`src/rtl/mips_mem_pkg.sv`:
```
// Shared definitions for the unified-memory arbiter: FSM encoding, port
// identifiers and default bus widths.
package mips_mem_pkg;

    localparam int LAT_W      = 4;
    localparam int DEF_ADDR_W = 6;
    localparam int DEF_DATA_W = 32;

    localparam logic PORT_I = 1'b0;
    localparam logic PORT_D = 1'b1;

    typedef enum logic [1:0] {
        ST_IDLE  = 2'd0,
        ST_IBUSY = 2'd1,
        ST_DBUSY = 2'd2
    } arb_state_e;

endpackage

```
`src/rtl/arb_lat_counter.sv`:
```
// Access latency counter: counts busy cycles and flags the last one
// (cnt == MEM_LAT-1) so the arbiter knows when to complete.
module arb_lat_counter
    import mips_mem_pkg::*;
#(
    parameter int MEM_LAT = 2
) (
    input  logic clk,
    input  logic reset,
    input  logic clr,
    input  logic en,
    output logic tc
);

    logic [LAT_W-1:0] cnt_q;
    logic [LAT_W-1:0] cnt_d;

    always_comb begin
        cnt_d = cnt_q;
        if (clr) begin
            cnt_d = '0;
        end else if (en) begin
            cnt_d = cnt_q + LAT_W'(1);
        end
    end

    always_ff @(posedge clk) begin
        if (reset) begin
            cnt_q <= '0;
        end else begin
            cnt_q <= cnt_d;
        end
    end

    assign tc = (cnt_q == LAT_W'(MEM_LAT - 1));

endmodule

```
`src/rtl/mem_arbiter.sv`:
```
// Fetch/data arbiter for a single-port unified memory with fixed access
// latency. Define MEM_ARB_FAIR_EN for round-robin instead of data priority.
//
// state    | meaning
// ---------+----------------------------------------------------------
// ST_IDLE  | no access in flight; arbitrate on i_req / d_req
// ST_IBUSY | fetch access in flight from latched address
// ST_DBUSY | data access (read or write) in flight from latched request
module mem_arbiter
    import mips_mem_pkg::*;
#(
    parameter int MEM_LAT = 2,
    parameter int ADDR_W  = DEF_ADDR_W,
    parameter int DATA_W  = DEF_DATA_W
) (
    input  logic              clk,
    input  logic              reset,

    input  logic              i_req,
    input  logic [ADDR_W-1:0] i_addr,
    output logic [DATA_W-1:0] i_rdata,
    output logic              i_ready,

    input  logic              d_req,
    input  logic              d_we,
    input  logic [ADDR_W-1:0] d_addr,
    input  logic [DATA_W-1:0] d_wdata,
    output logic [DATA_W-1:0] d_rdata,
    output logic              d_ready,

    output logic              mem_en,
    output logic              mem_we,
    output logic [ADDR_W-1:0] mem_addr,
    output logic [DATA_W-1:0] mem_wdata,
    input  logic [DATA_W-1:0] mem_rdata,

    output logic              stall
);

    arb_state_e        state_q, state_d;
    logic              last_q,  last_d;
    logic              we_q,    we_d;
    logic [ADDR_W-1:0] addr_q,  addr_d;
    logic [DATA_W-1:0] wdata_q, wdata_d;

    logic busy;
    logic tc;
    logic pick_d;
    logic done;

    assign busy = (state_q != ST_IDLE);

    arb_lat_counter #(
        .MEM_LAT (MEM_LAT)
    ) u_lat_cnt (
        .clk   (clk),
        .reset (reset),
        .clr   ((state_q == ST_IDLE) | tc),
        .en    (busy),
        .tc    (tc)
    );

`ifdef MEM_ARB_FAIR_EN
    assign pick_d = d_req & (~i_req | (last_q == PORT_I));
`else
    assign pick_d = d_req;
`endif

    always_comb begin
        state_d = state_q;
        last_d  = last_q;
        we_d    = we_q;
        addr_d  = addr_q;
        wdata_d = wdata_q;
        case (state_q)
            ST_IDLE: begin
                if (pick_d) begin
                    state_d = ST_DBUSY;
                    last_d  = PORT_D;
                    we_d    = d_we;
                    addr_d  = d_addr;
                    wdata_d = d_wdata;
                end else if (i_req) begin
                    state_d = ST_IBUSY;
                    last_d  = PORT_I;
                    we_d    = 1'b0;
                    addr_d  = i_addr;
                    wdata_d = '0;
                end
            end
            ST_IBUSY, ST_DBUSY: begin
                if (tc) begin
                    state_d = ST_IDLE;
                end
            end
            default: begin
                state_d = ST_IDLE;
            end
        endcase
    end

    always_ff @(posedge clk) begin
        if (reset) begin
            state_q <= ST_IDLE;
            last_q  <= PORT_I;
            we_q    <= 1'b0;
            addr_q  <= '0;
            wdata_q <= '0;
        end else begin
            state_q <= state_d;
            last_q  <= last_d;
            we_q    <= we_d;
            addr_q  <= addr_d;
            wdata_q <= wdata_d;
        end
    end

    // A reset landing on the completion cycle must not leak a write or ready.
    assign done = busy & tc & ~reset;

    always_comb begin
        mem_en    = busy;
        mem_addr  = busy ? addr_q : '0;
        mem_we    = (state_q == ST_DBUSY) & we_q & done;
        mem_wdata = ((state_q == ST_DBUSY) & we_q) ? wdata_q : '0;
        i_ready   = (state_q == ST_IBUSY) & done;
        d_ready   = (state_q == ST_DBUSY) & done;
        i_rdata   = i_ready ? mem_rdata : '0;
        d_rdata   = (d_ready & ~we_q) ? mem_rdata : '0;
        stall     = (i_req & ~i_ready) | (d_req & ~d_ready);
    end

endmodule

```
`config.mk`:
```
export PLATFORM = sky130hd
export DESIGN_NAME = mem_arbiter
export DESIGN_NICKNAME = d
export VERILOG_FILES = /design/src/rtl/mips_mem_pkg.sv /design/src/rtl/arb_lat_counter.sv /design/src/rtl/mem_arbiter.sv
export SDC_FILE = /design/constraint.sdc
export NUM_CORES = 1
export LEC_CHECK = 0
export BUFFER_PORTS_ARGS = -buffer_cell sky130_fd_sc_hd__buf_4
export CAP_MARGIN = 15
export CORE_UTILIZATION = 45
export CTS_BUF_LIST = sky130_fd_sc_hd__clkbuf_4 sky130_fd_sc_hd__clkbuf_8
export CTS_CLUSTER_SIZE = 28
export DETAILED_ROUTE_END_ITERATION = 8
export HOLD_SLACK_MARGIN = 0.08
export PLACE_DENSITY_LB_ADDON = 0.15
export SLEW_MARGIN = 20
export SYNTH_ARGS = -nofsm -noshare
export SYNTH_HDL_FRONTEND = slang
export SYNTH_SLANG_ARGS = --single-unit
```
`constraint.sdc`:
```
create_clock -name clk -period 2.9 [get_ports clk]
set_clock_uncertainty 0.2 [all_clocks]
set_input_delay 0.435 -clock clk [delete_from_list [all_inputs] [get_ports clk]]
set_output_delay 0.435 -clock clk [all_outputs]
set_load 0.1 [all_outputs]
```
Word-level counts from Yosys, hierarchy flattened
Index checks and enable logic that the tools add are counted.
{ "classes": {"n_mul": 0, "bitwise": 15, "order_cmp": 0, "div_mod_pow": 0, "add_sub_neg": 1, "n_mux": 14, "shifts": 0, "n_eq_ne": 5, "n_reduce_logical": 7} }
{ "op_table": {"columns": ["op", "count"], "rows": [
  ["two-way mux 32 bit", 5],
  ["two-way mux 6 bit", 3],
  ["AND 1 bit", 9],
  ["two-way mux 2 bit", 3],
  ["adder 4 x 1 -> 4 bit, second input constant", 1],
  ["equality test 4 x 1 -> 1 bit, second input constant", 1],
  ["inverter 1 bit", 4],
  ["case mux 2 bit (2 select lines)", 1],
  ["AND reduction 2 bit", 2],
  ["nonzero test 2 bit", 2],
  ["OR reduction 2 bit", 2],
  ["inequality test 3 bit, second input constant", 1],
  ["equality test 2 x 1 -> 1 bit, second input constant", 1],
  ["equality test 2 bit, second input constant", 1],
  ["zero test 2 bit", 1],
  ["two-way mux 1 bit", 2],
  ["inequality test 2 bit, second input constant", 1],
  ["OR 1 bit", 2]
]} }
{ "word_totals": {"inputBits": 81, "ram_bits": 0, "out_inout_bits": 107, "ff_bits": 45, "memories": 0, "latch_bits": 0, "mem_bits_ro": 0} }

Logic depth before layout (Yosys ltp)
{ "logic_depth": {"word_depth": 7, "ltp_mapped": 7, "ltp_nobuf": 5} }

Hierarchy
From an unflattened synthesis, not the netlist that was laid out.
{ "unflattened": {"cells_unflattened": 263, "area_unflattened_um2": 2479.9} }
{ "modules_own_cells": {"columns": ["module", "cells_each", "seq_area_each_um2", "area_per_inst_um2", "n_inst"], "rows": [
  ["mem_arbiter", 243, 820.8, 2280.9, 1],
  ["arb_lat_counter", 20, 80.1, 198.9, 1]
]} }

Least setup slack after synthesis
Ideal clock, no wire load.
{ "synth_path": {"path_kind": "reg-to-output", "from": "register u_lat_cnt.cnt_q[1]", "to": "output port stall", "t_arrival_ns": 2.849, "stages_incl_launch_ff": 6, "required_time_ns": 2.265, "slack_ns": -0.584, "cell_sequence": "dfxtp_1 -> inv_1 -> ha_1 -> nor3b_4 -> and3_1 -> o22ai_1"} }
{ "synth_via": {"elab_chain_len": 7} }
{ "synth_lines": {"columns": ["element", "line_no", "source"], "rows": [
  ["from (decl)", "arb_lat_counter.sv:15", "logic [LAT_W-1:0] cnt_q;"],
  ["from (signal assigned)", "arb_lat_counter.sv:31", "cnt_q <= cnt_d;"],
  ["equality test 4 x 1 -> 1 bit", "arb_lat_counter.sv:35", "assign tc = (cnt_q == LAT_W'(MEM_LAT - 1));"],
  ["AND 1 bit (2 in series)", "mem_arbiter.sv:119", "assign done = busy & tc & ~reset;"],
  ["AND 1 bit", "mem_arbiter.sv:127", "d_ready = (state_q == ST_DBUSY) & done;"],
  ["named net d_ready", "mem_arbiter.sv:29", "output logic d_ready,"],
  ["inverter 1 bit", "mem_arbiter.sv:130", "stall = (i_req & ~i_ready) | (d_req & ~d_ready);"],
  ["AND 1 bit", "mem_arbiter.sv:130", null],
  ["OR 1 bit", "mem_arbiter.sv:130", null],
  ["to (decl)", "mem_arbiter.sv:37", "output logic stall"]
]} }
The timed path passes the listed nets, and every way through them passes these cells.

Worst setup path in the final report
{ "layout_path": {"from": "register state_q[1]", "to": "output port i_rdata[7]"} }
{ "layout_via": {"elab_chain_len": 5} }
{ "layout_lines": {"columns": ["element", "line_no", "source"], "rows": [
  ["from (decl)", "mem_arbiter.sv:40", "arb_state_e state_q, state_d;"],
  ["from (signal assigned)", "mem_arbiter.sv:110", "state_q <= state_d;"],
  ["nonzero test 2 bit", "mem_arbiter.sv:51", "assign busy = (state_q != ST_IDLE);"],
  ["AND 1 bit (2 in series)", "mem_arbiter.sv:119", null],
  ["AND 1 bit (*)", "mem_arbiter.sv:126", "i_ready = (state_q == ST_IBUSY) & done;"],
  ["two-way mux 32 bit (*)", "mem_arbiter.sv:128", "i_rdata = i_ready ? mem_rdata : '0;"],
  ["to (decl)", "mem_arbiter.sv:21", "output logic [DATA_W-1:0] i_rdata,"]
]} }
Mark *: on every way between the ends. The rest lies on a longest branch, timed or not.

==> results.yml <==
run_status:
  status: "complete, no violations"
worst_setup_path:
  start_kind: "flip-flop"
  path_class: "reg -> out"
  crit_path_max_fanout: 34
  worstPathRequired_ns: 2.27
  reg2reg_to: "wdata_q[16]$_SDFFE_PP0P_"
  crit_buf_inv: 3
  crit_family: "simple AND/OR/NAND/NOR gates"
  cpPeakStageDelay_ns: 0.36
  reg2reg_depth: 7
  path_cells: "inv_1, ha_1, nor2_1, and3_1, buf_12, and2_1, buf_4"
  crit_path_top_delay_cell: "dfxtp_1"
  reg2reg_setup_slack_ns: 0.88
  cp.arrival_ns: 2.11
  r2r-start: "state_q[1]$_SDFFE_PP0P_"
  end_kind: "output pin"
power:
  pwr-share-seq_pct: 35.5
  swShare_pct: 45.0
  combPwrFrac_pct: 49.0
  pwr-share-clk_pct: 15.5
  post-layout-total-power_mw: 2.31
  p_leak_nw: 2.14
  power.internal_mw: 1.27
  p_sw_mw: 1.04
  ir_drop_mv: 0.526
  powerDensity_mw_per_mm2: 578
placed_design:
  io_buffers: 187
  dpl.hpwl_um: 5710
  place_congestion: 0.856
global_routing:
  antenna_found_initial: 0
  grt_pass1_wl_um: 12100
  gr-usage-all-layers_pct: 25.8
  grt_pass1_vias: 2509
  grt.overflow.total: 0
  grt_max_degree: 47
floorplanning:
  dieArea_mm2: 0.00583
  rows: 26
  fp.dieW_um: 76.3
  die_h_um: 76.3
  io_pins: 188
  initial_core_util_pct: 47.8
  coreArea_mm2: 0.00520
synthesis:
  avgSynthCellArea_um2: 8.34
  synth_common_cells: "and2_1, dfxtp_1, nor2_1"
  async_flop_share_pct: 0
  synth.distinct_cells: 29
  synth.top_cell.area_share_pct: 36.2
  synth-seq-cells: 45
  synth_fp_nets: 384
  synth_edf_count: 0
  synth_flop_cell: "dfxtp_1"
  synth.most_common_cell: "and2_1"
  yosysTopAreaCell: "dfxtp_1"
  yosysSeqAreaShare_pct: 36.2
  synth_area_mm2: 0.00249
  synth_warnings: 0
  synth_area_leaders: "dfxtp_1, and2_1, a22oi_1"
  synthCells: 298
final_layout:
  final_util_pct: 76.8
  area_delta_synth_final_pct: 60.7
  num_antenna_cells: 0
  drive_gt1_share_pct: 44.1
  nNetsFinal: 559
sta:
  fin_crit_ns: 2.74
  setup_viol: 0
  hold_viol_final: 0
  totalNegativeSetupSlack_ns: 0
  max_clock_freq_mhz: 365
  layout_worst_path_cycle_share_pct: 94.6
  slew_headroom_pct: 64.1
  rsz0062_at_grt: "false"
  hold_ws_ns: 0.173
  tightestPinTransition_ns: 0.538
  drv_slew: 0
route:
  drt_first_pass_iters: 4
  wl_met3_um: 494
  ant_nets: 0
  wl_per_cell_um: 14.5
  routed_wl_um: 7840
  via_count: 2745
  route.met2.wl_um: 4110
  met1Wirelength_um: 3100
  drt_iter0_drc: 73
  drc: 0
  top_layer: "met4"
  routed_via_density: 5.06
min_path:
  hold_path_depth: 3
  holdPathEnd: "we_q$_SDFFE_PP0P_"
  hp-start: "d_we"
  hold_class: "in -> reg"
clocking:
  root_buffer: "clkbuf_8"
  numCtsBuffers: 5
  clk_latency_ns: 0.29
  cts_tree: "yes"
  clkTransAtPathRegs_ns: 0.08
  cts_buffer_depth: 2
  h-tree-depth: 2
  clock_sinks: 45
flow_run:
  maxCapViolCount: 0
==> worst max path at each step <==
stage	to	slack, ns	from	cells after the start
finish	i_rdata[7]	0.16	state_q[1]$_SDFFE_PP0P_	7
global route	i_rdata[12]	0.07	state_q[1]$_SDFFE_PP0P_	7
CTS	d_rdata[27]	0.06	u_lat_cnt.cnt_q[0]$_SDFFE_PP0N_	5
detailed placement	d_rdata[27]	0.38	u_lat_cnt.cnt_q[0]$_SDFFE_PP0N_	5
global placement	d_rdata[30]	0.49	u_lat_cnt.cnt_q[0]$_SDFFE_PP0N_	5
floorplan	i_rdata[23]	0.10	u_lat_cnt.cnt_q[0]$_SDFFE_PP0N_	6
==> power groups by stage <==
stage	logic (mW)	registers (mW)	clock network, mW
2_1_floorplan	0.823	0.808	0
3_3_place_gp	1.09	0.822	0
3_5_place_dp	1.11	0.831	0
4_1_cts	1.11	0.818	0.363
5_1_grt	1.21	0.838	0.391
6_report	1.13	0.820	0.357
==> sequential cells by signal, summed over array words and instances (netlist names) <==
| name | flops |
|---|---|
| wdata_q | 32 |
| addr_q | 6 |
| u_lat_cnt.cnt_q | 4 |
| state_q | 2 |
| we_q | 1 |
==> worst reg2reg max path, cell delays in order (launching register included) <==
cell	delay, ns
dfxtp_1	0.33
inv_1	0.11
ha_1	0.20
buf_4	0.20
and2_1	0.49
buf_12	0.23
a22oi_1	0.08
nor2_1	0.11
==> per-layer routing <==
| layer | track usage (%) | vias to the layer above |
|---|---|---|
| met4 | 8.08 | 0 |
| met5 | 0 | - |
| met1 | 29.5 | 1246 |
| met3 | 5.51 | 14 |
| li1 | - | 1362 |
| met2 | 47.3 | 123 |
==> repair_timing <==
action                     4_1_cts  5_1_grt
buffers inserted                 0        1
resized for setup                0        1
setup endpoints to repair        0       32
hold buffers                     0        0
==> metrics by stage <==
step	area, µm²	instances	worst slack (ns)
after floorplan	2490	298	0.105
after global placement	3900	534	0.487
after detailed placement	3900	534	0.382
after CTS	3980	540	0.0574
after global routing	4000	542	0.0721
final	4000	542	0.157
==> cell usage in the layout, fill, tap and decap left out, drive strengths merged <==
| master | netlist | final |
|---|---|---|
| buf | 15 | 195 |
| and2 | 66 | 66 |
| dfxtp | 45 | 45 |
| nor2 | 40 | 40 |
| and3 | 34 | 34 |
| a22oi | 33 | 33 |
| nor2b | 9 | 9 |
| inv | 7 | 7 |
| mux2i | 6 | 6 |
| a211oi | 6 | 6 |
| ha | 5 | 5 |
| clkbuf | 13 | 5 |
| nor3 | 3 | 3 |
| and4b | 1 | 2 |
| o21a | 2 | 2 |
| nor4 | 2 | 2 |
| nor3b | 2 | 2 |
| o21ai | 2 | 2 |
| o22ai | 1 | 1 |
| a221oi | 1 | 1 |
| or3 | 1 | 1 |
| o32ai | 1 | 1 |
| nand3 | 1 | 1 |
| xor2 | 1 | 1 |
| a2bb2oi | 1 | 1 |
| clkinv | 0 | 1 |
==> kinds of logic after synthesis <==
| family | count (synthesis) | synth area share [%] |
|---|---|---|
| AND/OR/NAND/NOR | 159 | 36.6 |
| flip-flops | 45 | 36.2 |
| adder cells (fa/ha/maj) | 5 | 2.52 |
| XOR/XNOR | 1 | 0.352 |
| multiplexers | 6 | 2.42 |
| AO/OA/AOI/OAI | 47 | 14.1 |
| buffers and inverters | 35 | 7.75 |
==> cell type report <==
class | count | area, µm²
well taps | 70 | 87.6
inverters | 7 | 26.3
repair buffers | 195 | 1490
fillers | 409 | 1210
flip-flops and latches | 45 | 901
multi-input cells | 219 | 1420
clock inverters | 1 | 5.00
clock buffers | 5 | 68.8
(Power assumes the default switching activity.)
